==> src/rtl/div_pkg.sv <==
// div_pkg: shared scheduler state type and constants for the divided-clock block.
package div_pkg;
   typedef enum logic [1:0] {
      IDLE     = 2'd0,
      RUN      = 2'd1,
      STOPPING = 2'd2
   } state_t;

   localparam int MIN_DIV   = 2;
   localparam int CNT_W_DEF = 16;
endpackage

==> src/rtl/div_phase_cnt.sv <==
// div_phase_cnt: phase counter with terminal-count flag; wraps to 0 on terminal count.
module div_phase_cnt
   import div_pkg::*;
#(
   parameter int CNT_W = CNT_W_DEF
) (
   input  logic             clk,
   input  logic             rst,
   input  logic             clr,
   input  logic             en,
   input  logic [CNT_W-1:0] len,
   output logic             tc
);
   logic [CNT_W-1:0] cnt;

   assign tc = (cnt == len - CNT_W'(1));

   always_ff @(posedge clk) begin
      if (rst || clr) begin
         cnt <= '0;
      end else if (en) begin
         cnt <= tc ? '0 : cnt + CNT_W'(1);
      end
   end
endmodule

==> src/rtl/div_sched.sv <==
// div_sched: start/stop clock divider with a one-deep ratio queue applied at falling boundaries.
// Define DIVSCHED_CHK_EN to reject ratios below MIN_DIV (cfg_err pulse) instead of clamping them.
module div_sched
   import div_pkg::*;
#(
   parameter int CNT_W       = CNT_W_DEF,
   parameter int DEFAULT_DIV = 20
) (
   input  logic             I_CLK,
   input  logic             rst,
   input  logic             start,
   input  logic             stop,
   input  logic             cfg_valid,
   input  logic [CNT_W-1:0] cfg_div,
   output logic             cfg_ready,
   output logic             cfg_err,
   output logic             O_CLK,
   output logic             O_TICK,
   output logic             busy,
   output logic [CNT_W-1:0] cur_div
);
   localparam logic [CNT_W-1:0] MIN_D = CNT_W'(MIN_DIV);
   localparam logic [CNT_W-1:0] DEF_D = CNT_W'(DEFAULT_DIV);

   state_t           state, state_nxt;
   logic             clk_nxt, tick_nxt, cnt_clr, tc, apply;
   logic             pend_vld, xfer, too_small, accept;
   logic [CNT_W-1:0] pend, pend_d;
   logic [CNT_W-1:0] hi_len, lo_len, len;

   // High phase gets the smaller half so odd ratios spend the extra cycle low.
   assign hi_len = cur_div >> 1;
   assign lo_len = cur_div - hi_len;
   assign len    = O_CLK ? hi_len : lo_len;

   div_phase_cnt #(.CNT_W(CNT_W)) u_cnt (
      .clk (I_CLK),
      .rst (rst),
      .clr (cnt_clr),
      .en  (state != IDLE),
      .len (len),
      .tc  (tc)
   );

   always_ff @(posedge I_CLK) begin
      if (rst) state <= IDLE;
      else     state <= state_nxt;
   end

   always_comb begin
      state_nxt = state;
      clk_nxt   = O_CLK;
      tick_nxt  = 1'b0;
      cnt_clr   = 1'b0;
      apply     = 1'b0;
      case (state)
         IDLE: begin
            cnt_clr = 1'b1;
            apply   = pend_vld;
            if (start && !stop) begin
               state_nxt = RUN;
               clk_nxt   = 1'b1;
               tick_nxt  = 1'b1;
            end
         end
         RUN: begin
            if (O_CLK) begin
               // Falling boundary: the only point a queued ratio may take effect.
               if (tc) begin
                  clk_nxt = 1'b0;
                  apply   = pend_vld;
                  if (stop) state_nxt = IDLE;
               end else if (stop) begin
                  state_nxt = STOPPING;
               end
            end else if (stop) begin
               state_nxt = IDLE;
            end else if (tc) begin
               clk_nxt  = 1'b1;
               tick_nxt = 1'b1;
            end
         end
         STOPPING: begin
            if (tc) begin
               clk_nxt   = 1'b0;
               state_nxt = IDLE;
            end
         end
         default: state_nxt = IDLE;
      endcase
   end

   assign cfg_ready = !pend_vld;
   assign xfer      = cfg_valid && cfg_ready;
   assign too_small = cfg_div < MIN_D;
   assign busy      = (state != IDLE);

`ifdef DIVSCHED_CHK_EN
   logic err_q;

   assign accept  = xfer && !too_small;
   assign pend_d  = cfg_div;
   assign cfg_err = err_q;

   always_ff @(posedge I_CLK) begin
      if (rst) err_q <= 1'b0;
      else     err_q <= xfer && too_small;
   end
`else
   assign accept  = xfer;
   assign pend_d  = too_small ? MIN_D : cfg_div;
   assign cfg_err = 1'b0;
`endif

   // apply needs a full slot and accept needs an empty one, so they never coincide.
   always_ff @(posedge I_CLK) begin
      if (rst) begin
         O_CLK    <= 1'b0;
         O_TICK   <= 1'b0;
         pend_vld <= 1'b0;
         pend     <= '0;
         cur_div  <= DEF_D;
      end else begin
         O_CLK  <= clk_nxt;
         O_TICK <= tick_nxt;
         if (apply) begin
            cur_div  <= pend;
            pend_vld <= 1'b0;
         end
         if (accept) begin
            pend     <= pend_d;
            pend_vld <= 1'b1;
         end
      end
   end
endmodule
==> config.mk <==
export PLATFORM = sky130hd
export DESIGN_NAME = div_sched
export DESIGN_NICKNAME = d
export VERILOG_FILES = /design/src/rtl/div_pkg.sv /design/src/rtl/div_phase_cnt.sv /design/src/rtl/div_sched.sv
export SDC_FILE = /design/constraint.sdc
export NUM_CORES = 1
export LEC_CHECK = 0
export CAP_MARGIN = 20
export CORE_ASPECT_RATIO = 1.75
export CORE_MARGIN = 3
export CORE_UTILIZATION = 40
export CTS_BUF_LIST = sky130_fd_sc_hd__clkbuf_4
export CTS_CLUSTER_SIZE = 28
export DETAILED_ROUTE_END_ITERATION = 8
export PLACE_DENSITY_LB_ADDON = 0.25
export SYNTH_ARGS = -nofsm -noshare
export SYNTH_HDL_FRONTEND = slang
export SYNTH_SLANG_ARGS = --single-unit
==> constraint.sdc <==
create_clock -name I_CLK -period 3.6 [get_ports I_CLK]
set_input_delay 1.08 -clock I_CLK [delete_from_list [all_inputs] [get_ports I_CLK]]
set_output_delay 1.08 -clock I_CLK [all_outputs]
set_load 0.005 [all_outputs]
# Word level (Yosys, flattened, before mapping)
# Cells that the tools add are included.
# totals
ff_bits	53
latch_bits	0
ram_bits	0
rom_bits	0
output_inout_bits	21
word_cells	54
n_memories	0
# op_classes
n_addsub	3
mul	0
div_mod_pow	0
n_lt_le_gt_ge	1
n_eq_ne	6
shift	0
mux	26
n_bitwise	0
n_reduce_logical	11
# ops
op	n
16-bit two-way mux	3
16-bit by 1-bit adder with 16-bit output (second input constant)	1
16-bit equality test	1
16-bit by 2-bit less-than comparator with 1-bit output (second input constant)	1
16-bit by 1-bit subtractor with 16-bit output (second input constant)	1
16-bit by 15-bit subtractor with 16-bit output	1
1-bit two-way mux	13
2-bit two-way mux	6
2-bit one-hot mux with 3 select lines	1
3-bit AND reduction	2
4-bit by 3-bit inequality test with 1-bit output (second input constant)	1
1-bit one-hot mux with 2 select lines	2
2-bit nonzero test	2
1-bit one-hot mux with 3 select lines	1
3-bit nonzero test	1
2-bit by 1-bit equality test with 1-bit output (second input constant)	1
2-bit equality test (second input constant)	1
1-bit logical AND	2
1-bit zero test	2
2-bit zero test	1
2-bit by 1-bit inequality test with 1-bit output (second input constant)	1
2-bit inequality test (second input constant)	1
1-bit logical OR	1

# Longest topological paths before layout
# Gate-level depths: netlist of run 1.
# logic_depth
depth_word	9
ltp_mapped	17
mapped_depth_nobuf	15

# Cells and area by module
# Synthesis of run 1 repeated with hierarchy kept, for this count alone.
# hier_totals
cells_unflattened	503
area_unflattened_um2	3857.4
# by_module_without_submodules
mod	n_inst	cells_per_inst	area_per_inst_um2	seq_area_each_um2
div_sched	1	332	2528.7	740.7
div_phase_cnt	1	171	1328.8	320.3

# Least setup slack after synthesis of run 1
# OpenSTA, ideal clock, no wires.
# synth_timing
kind	reg2reg
startpoint	register cur_div[0]
endpoint	register u_cnt.cnt[13]
setup_ns	0.115
arrival_ns	3.599
required_ns	3.485
slack_ns	-0.113
path_stages_with_launch	18
n_path_buf	2
cell_sequence	dfxtp_1 inv_1 ha_1 fa_1 nand2b_1 a211oi_4 o21ai_0 a31oi_4 nor3b_2 and3_2 nand2_1 nor4b_2 a21oi_2 nor4b_4 or3_1 buf_4 buf_6 nor2_1
# synth_via
elab_chain_cells	5
# synth_rtl
item	line	text
from (decl)	div_sched.sv:20	output logic [CNT_W-1:0] cur_div
from (signal assigned)	div_sched.sv:127	cur_div <= pend;
16-bit by 15-bit subtractor with 16-bit output	div_sched.sv:33	assign lo_len = cur_div - hi_len;
16-bit two-way mux	div_sched.sv:34	assign len = O_CLK ? hi_len : lo_len;
16-bit by 1-bit subtractor with 16-bit output	div_phase_cnt.sv:16	assign tc = (cnt == len - CNT_W'(1));
16-bit equality test	div_phase_cnt.sv:16	
16-bit two-way mux	div_phase_cnt.sv:22	cnt <= tc ? '0 : cnt + CNT_W'(1);
to (signal assigned)	div_phase_cnt.sv:22	
to (decl)	div_phase_cnt.sv:14	logic [CNT_W-1:0] cnt;
# Every way passes these cells.
# A chain may end at the register's enable or synchronous reset.

# Worst setup path after layout of run 1
# layout_timing
startpoint	register cur_div[0]
endpoint	register cur_div[4]
# layout_via
elab_chain_cells	7
# layout_rtl
item	line	text
16-bit by 15-bit subtractor with 16-bit output	div_sched.sv:33	
16-bit two-way mux	div_sched.sv:34	
16-bit by 1-bit subtractor with 16-bit output	div_phase_cnt.sv:16	
16-bit equality test	div_phase_cnt.sv:16	
1-bit two-way mux	div_sched.sv:69	if (tc) begin
1-bit two-way mux	div_sched.sv:67	if (O_CLK) begin
1-bit one-hot mux with 2 select lines	div_sched.sv:56	case (state)
# Every way passes these cells.

==> results of run 1 <==
cell type report:
class / instances / share of cell area
antenna: 1 / 0.0004500
multi-input combinational: 425 / 0.5477
clock buffer: 5 / 0.006751
clock inverter: 2 / 0.006976
tap: 125 / 0.02813
timing repair buffer: 121 / 0.1989
sequential: 53 / 0.1928
inverter: 27 / 0.01823
logic make-up (layout without fill, tap and decap cells):
| logic type | count (synthesis) | count (layout) | share of synthesized area |
|---|---|---|---|
| other cells | 1 | 2 | 0.0009154 |
| compound gates | 138 | 138 | 0.2340 |
| flops | 53 | 53 | 0.2590 |
| buf+inv | 64 | 155 | 0.06414 |
| simple gates | 227 | 227 | 0.2963 |
| fa+ha+maj | 18 | 18 | 0.05681 |
| mux | 3 | 3 | 0.007636 |
| xor+xnor | 38 | 38 | 0.08125 |
flip-flops by register name, summed over array words and instances (netlist names):
register	cells
O_CLK	1
O_TICK	1
cur_div	16
pend	16
pend_vld	1
state	2
u_cnt.cnt	16
metal layers:
layer / part of all wire / wire length (um)
met4: 0.028 / 350
met3: 0.028 / 351
met5: 0 / 0
met1: 0.37 / 4563
met2: 0.57 / 7067
stage by stage:
step | std cells | setup WS (ns) | total power [uW] | hold WS (ns)
after detailed placement | 737 | -0.2060 | 1392 | 0.4581
after CTS | 751 | -0.03127 | 1829 | 0.4805
final | 759 | -0.1189 | 1864 | 0.4820
after global routing | 759 | -0.3091 | 1971 | 0.4999
after global placement | 737 | -0.08112 | 1375 | 0.4503
after floorplan | 542 | 0.04238 | 1122 | 0.4368
Yosys cell counts, drive strengths merged, types with 2 or more instances:
library cell | n | area, sq um
a211oi | 5 | 50.05
a21boi | 4 | 30.03
a21o | 7 | 52.55
a21oi | 36 | 187.7
a31oi | 25 | 171.4
and2 | 2 | 12.51
and3 | 3 | 20.02
and4 | 5 | 43.79
buf | 12 | 67.56
clkbuf | 25 | 93.84
dfxtp | 53 | 1061
ha | 17 | 212.7
inv | 27 | 101.4
mux2i | 2 | 20.02
nand2 | 77 | 289.0
nand2b | 11 | 68.82
nand3 | 13 | 65.06
nand4 | 19 | 118.9
nor2 | 39 | 151.4
nor2b | 4 | 25.02
nor3 | 14 | 70.07
nor3b | 3 | 32.53
nor4 | 9 | 56.30
nor4b | 17 | 176.4
o211a | 2 | 20.02
o211ai | 8 | 60.06
o21a | 4 | 30.03
o21ai | 17 | 85.08
o311ai | 15 | 131.4
or3 | 6 | 42.54
xnor2 | 24 | 210.2
xor2 | 14 | 122.6
critical path: stages, from the launching register on:
cell and delay [ns]:
dfxtp_2 0.37, inv_2 0.05, ha_4 0.16, fa_2 0.35, nand2b_4 0.17, a211oi_4 0.23
buf_6 0.16, o21ai_4 0.08, xor2_2 0.15, o211a_1 0.28, and3_4 0.20, a21bo_4 0.22
a31oi_4 0.18, a21oi_2 0.10, nor4b_4 0.30, buf_6 0.19, buf_12 0.13, o21a_1 0.15
o211ai_1 0.10
repair_timing:
| item | CTS | global route |
|---|---|---|
| pin swaps | 12 | 8 |
| gates resized for setup | 46 | 17 |
| gates cloned | 2 | 0 |
| setup buffers | 5 | 6 |
| endpoints found under the setup margin | 35 | 36 |
final timing paths:
kind / startpoint / to / slack [ns] / cells after the start
hold / removal: pend[10] / pend[10] / 0.48 / 2
setup / recovery: cur_div[0] / cur_div[4] / -0.12 / 18
hold reg to reg: pend[10] / pend[10] / 0.48 / 2
setup reg to reg: cur_div[0] / cur_div[4] / -0.12 / 18
power by group through the flow:
stage	clock network, uW	registers (uW)	logic (uW)
4_1_cts	364	629	836
6_report	357	630	877
3_5_place_dp	0	640	752
2_1_floorplan	0	638	484
5_1_grt	383	633	955
3_3_place_gp	0	639	736
==> flow_summary.json, run 1 <==
{
  "tritoncts.num_buffers": 5,
  "area_growth_syn_to_layout_pct": 35.74,
  "clock_sink_count": 53,
  "grt_util_all_layers": 0.2166,
  "fin_nets": 672,
  "grt.met1_usage": 0.2228,
  "critPathMaxFanout": 8,
  "die_width_um": 82.50,
  "wire_length_of_the_first_global_routing_pass_um": 19960,
  "most_common_cell_after_layout_fill_and_taps_aside": "nand2_1",
  "initial_utilization": 0.4134,
  "netlist-cell-type-count": 70,
  "relSlewSlack": 0.3169,
  "post_drt_via_cell_ratio": 5.736,
  "post-route-worst-setup-slack_ns": -0.1189,
  "fin_setup_tns_ns": -1.819,
  "core_area_sq_um": 9910,
  "max-clock-path-buffers": 2,
  "number_of_cell_rows": 48,
  "rsz0062_at_grt": "yes",
  "final_layout_size_suffix_gt1_frac": 0.2370,
  "synth.cell_area_sq_um": 4096,
  "antenna_violating_nets_post_route": 0,
  "vdd.ir_drop.worst_v": 0.0002059,
  "drtPass1Iterations": 4,
  "minimum_clock_period_ns": 3.719,
  "ys_async_sr_fraction": 0,
  "finalWirelength_um": 12330,
  "flop_pwr_share": 0.338,
  "total_switching_power_uw": 675.9,
  "clock-root-buffer": "clkbuf_4",
  "setup.worst_path.end_class": "register",
  "postSynthRegisterBits": 53,
  "drcViolationCount": 0,
  "final_cell_mix": "nand2_1 (75), buf_4 (73), dfxtp_1 (46)",
  "wl_per_cell_um": 16.25,
  "power_density_nw_per_um2": 335.2,
  "die_area_sq_um": 11540,
  "global_route.usage.met2": 0.4179,
  "timing_hold_violations_final": 0,
  "grt_max_usage_layer": "met2",
  "number_of_h_tree_levels": 2,
  "num-fill-cells": 951,
  "boundaryPins": 42,
  "met3_usage": 0.02526,
  "dominantRegCellSynth": "dfxtp_1",
  "dp_hpwl_um": 9123,
  "slew_viol_final": 0,
  "setup_viol": 35,
  "finClkSkew_ns": 0.01197,
  "drt_iter0_drc": 188,
  "slew_of_the_pin_with_the_lowest_slew_margin_ns": 1.025,
  "detailroute.via_count": 4354,
  "hold_class": "reg -> reg",
  "synth-seq-area-share": 0.2590,
  "chipHeight_um": 139.9,
  "fmax_ghz": 0.2689,
  "layout_worst_path_cycle_share": 1.033,
  "power.clock.fraction": 0.192,
  "crit_required_ns": 3.86,
  "cts_hold_buffers": 0,
  "grt_max_degree": 50,
  "placed_standard_cell_area_sq_um": 5061,
  "utilization_of_the_core_after_routing": 0.5611,
  "synth_enable_flop_cells": 0,
  "failed_checks": "negative setup slack",
  "port-buffer-count": 40,
  "setup.worst_path.start_class": "register",
  "stdcell_area_sq_um": 5560,
  "share_comb_of_total_power": 0.471,
  "worst_skew_pair.late_latency_ns": 0.41,
  "avgSynthCellArea_sq_um": 7.558,
  "leakage_uw": 0.002076,
  "outcome": "finished, violations left",
  "grt_antenna_before_repair": 1,
  "multi_input_combinational_cell_area_sq_um": 3045,
  "yosysWarningCount": 0,
  "gp_routability_congestion": 0.8561,
  "seqCellArea_sq_um": 1072,
  "synth_cells": 542,
  "timing.critical_path.arrival_ns": 3.98,
  "tritoncts": "done",
  "globalRouteOverflowTotal": 0,
  "switching_share_of_total_power": 0.3627,
  "syn-num-nets": 581,
  "crit_type": "reg -> reg",
  "internal_power_uw": 1188,
  "grt_pass1_vias": 4349,
  "clkSlewWorstSetupHoldPaths_ns": 0.17,
  "maxCapViolCount": 0
}
Note: power is estimated with default switching activity, not from simulation.
==> inputs of run 2 (changes only) <==
Settings changed: SKIP_LAST_GASP set to 1.
==> results of run 2 <==
The final DEF is identical to that of run 1; final timing and power are the same.
==> inputs of run 3 (changes only) <==
Settings changed: CAP_MARGIN 20 to not set, SKIP_LAST_GASP 1 to not set.
==> run 3 against run 2 <==
  * The run still ends with negative setup slack left
  * Die area stayed put
  * Worst setup slack worse by 0.033 ns
  * Clock skew hardly changed
  * Register-to-register slack worse by 0.03 ns
  * Combinational power is 2% higher
  * Sequential share of layout area is 0.14 points lower
==> flow_summary.json, run 3 (synthesis gave the netlist of run 1 again) <==
{
  "timing.critical_path.arrival_ns": 4.02,
  "core_area_sq_um": 9910,
  "wl_met2_um": 7184,
  "gp_routability_congestion": 0.8561,
  "grt_antenna_before_repair": 1,
  "fin_nets": 675,
  "hold_class": "reg -> reg",
  "critPathMaxFanout": 8,
  "globalRouteOverflowTotal": 0,
  "finClkSkew_ns": 0.01233,
  "total_switching_power_uw": 681.5,
  "tritoncts": "done",
  "clkSlewWorstSetupHoldPaths_ns": 0.17,
  "setup.worst_path.end_class": "register",
  "pnr_total_power_uw": 1882,
  "number_of_cell_rows": 48,
  "relSlewSlack": 0.2111,
  "power_density_nw_per_um2": 336.0,
  "slowest_cell_on_the_critical_path": "dfxtp_4",
  "met1Wirelength_um": 4660,
  "port-buffer-count": 40,
  "max-clock-path-buffers": 2,
  "pre_cts_slack_ns": -0.2060,
  "drcViolationCount": 0,
  "clock-root-buffer": "clkbuf_4",
  "utilization_of_the_core_after_routing": 0.5652,
  "grt_max_degree": 50,
  "worst_skew_pair.late_latency_ns": 0.41,
  "outcome": "finished, violations left",
  "num-fill-cells": 947,
  "grt_util_all_layers": 0.2166,
  "crit_required_ns": 3.87,
  "slew_of_the_pin_with_the_lowest_slew_margin_ns": 1.179,
  "leakage_uw": 0.002106,
  "timing.hold.ws_ns": 0.4766,
  "chipHeight_um": 139.9,
  "power.clock.fraction": 0.191,
  "rsz0062_at_grt": "yes",
  "share_comb_of_total_power": 0.474,
  "drt_iter0_drc": 179,
  "post-route-worst-setup-slack_ns": -0.1520,
  "flop_pwr_share": 0.334,
  "slew_viol_final": 0,
  "area_growth_syn_to_layout_pct": 36.71,
  "vdd.ir_drop.worst_v": 0.0002064,
  "placed_standard_cell_area_sq_um": 5061,
  "wl_per_cell_um": 16.43,
  "cell_by_cell_listing_of_the_critical_path": "ha_4, fa_2, nand2b_4, a211oi_4, buf_6, o21ai_4, a31oi_4, nor3b_4, and3_4, nand2_4, o211ai_1, a21oi_4, nor4b_4, buf_6, buf_12, o21a_1, o211ai_1",
  "minimum_clock_period_ns": 3.752,
  "finalWirelength_um": 12520,
  "detailroute.via_count": 4388,
  "setup_viol": 35,
  "initial_utilization": 0.4134,
  "fmax_ghz": 0.2665,
  "internal_power_uw": 1200,
  "routed.top_layer": "met4",
  "die_area_sq_um": 11540,
  "cts_hold_buffers": 0,
  "die_width_um": 82.50,
  "seqCellArea_sq_um": 1072,
  "wire_length_of_the_first_global_routing_pass_um": 19960,
  "drtPass1Iterations": 6,
  "stdcell_area_sq_um": 5600,
  "antenna_violating_nets_post_route": 0,
  "grt_pass1_vias": 4349,
  "boundaryPins": 42,
  "met3_length_um": 290,
  "layout_worst_path_cycle_share": 1.042,
  "setup.worst_path.start_class": "register",
  "maxCapViolCount": 0,
  "timing_hold_violations_final": 0,
  "timing.critical_path.buf_inv": 3,
  "failed_checks": "negative setup slack",
  "most_common_cell_after_layout_fill_and_taps_aside": "nand2_1",
  "final_cell_mix": "nand2_1 (75), buf_4 (73), dfxtp_1 (46)",
  "biggestRegsByFlops": "cur_div: 16 flops, pend: 16 flops, u_cnt.cnt: 16 flops",
  "number_of_h_tree_levels": 2,
  "path_delay_family": "compound AO/OA/AOI/OAI gates",
  "final_layout_size_suffix_gt1_frac": 0.2453,
  "crit_type": "reg -> reg",
  "post_drt_via_cell_ratio": 5.759,
  "multi_input_combinational_cell_area_sq_um": 3069,
  "clock_sink_count": 53,
  "tritoncts.num_buffers": 5,
  "critPathMaxStageDelay_ns": 0.39,
  "dp_hpwl_um": 9123,
  "switching_share_of_total_power": 0.3622
}
## run 3: layout make-up
cell class / instances / share of cell area
Sequential cell: 53 / 0.1915
Multi-Input combinational cell: 425 / 0.5480
Antenna cell: 1 / 0.0004468
Timing Repair Buffer: 124 / 0.2004
Clock inverter: 2 / 0.006926
Clock buffer: 5 / 0.006702
Inverter: 27 / 0.01810
Tap cell: 125 / 0.02793
## run 3: timing repair
item | in CTS | in global routing
setup buffers | 5 | 11
cloned | 2 | 0
pin swaps | 12 | 16
gates resized for setup | 46 | 29
endpoints found under the setup margin | 35 | 36
## run 3: worst reg2reg max path: stages (launching register included)
cell and delay, ns:
dfxtp_4 0.39, ha_4 0.16, fa_2 0.34, nand2b_4 0.17
a211oi_4 0.23, buf_6 0.17, o21ai_4 0.07, a31oi_4 0.18
nor3b_4 0.26, and3_4 0.28, nand2_4 0.07, o211ai_1 0.32
a21oi_4 0.12, nor4b_4 0.28, buf_6 0.19, buf_12 0.14
o21a_1 0.16, o211ai_1 0.09
## run 3: worst paths after layout
check | to | slack [ns] | startpoint | cells after the start
max | cur_div[2] | -0.15 | cur_div[1] | 17
min | pend[2] | 0.48 | pend[2] | 2
max reg2reg | cur_div[2] | -0.15 | cur_div[1] | 17
min reg2reg | pend[2] | 0.48 | pend[2] | 2
## run 3: power by group through the flow
stage          Clock (uW)  Sequential, uW  Combinational [uW]
6_report              360             629                 892
5_1_grt               383             633                 968
4_1_cts               364             629                 836
3_5_place_dp            0             640                 752
3_3_place_gp            0             639                 736
2_1_floorplan           0             638                 484
## run 3: layer usage
metal  global-route usage  vias to the layer above
li1                     -                     2159
met1               0.2228                     2115
met2               0.4179                       90
met3              0.02526                       24
met4              0.08699                        0
met5                    0                        -
## run 3: through the flow
stage | TNS [ns] | instances
floorplan | 0 | 542
CTS | -0.1735 | 751
global route | -9.904 | 762
finish | -3.355 | 762
detailed placement | -3.800 | 737
global placement | -0.3137 | 737
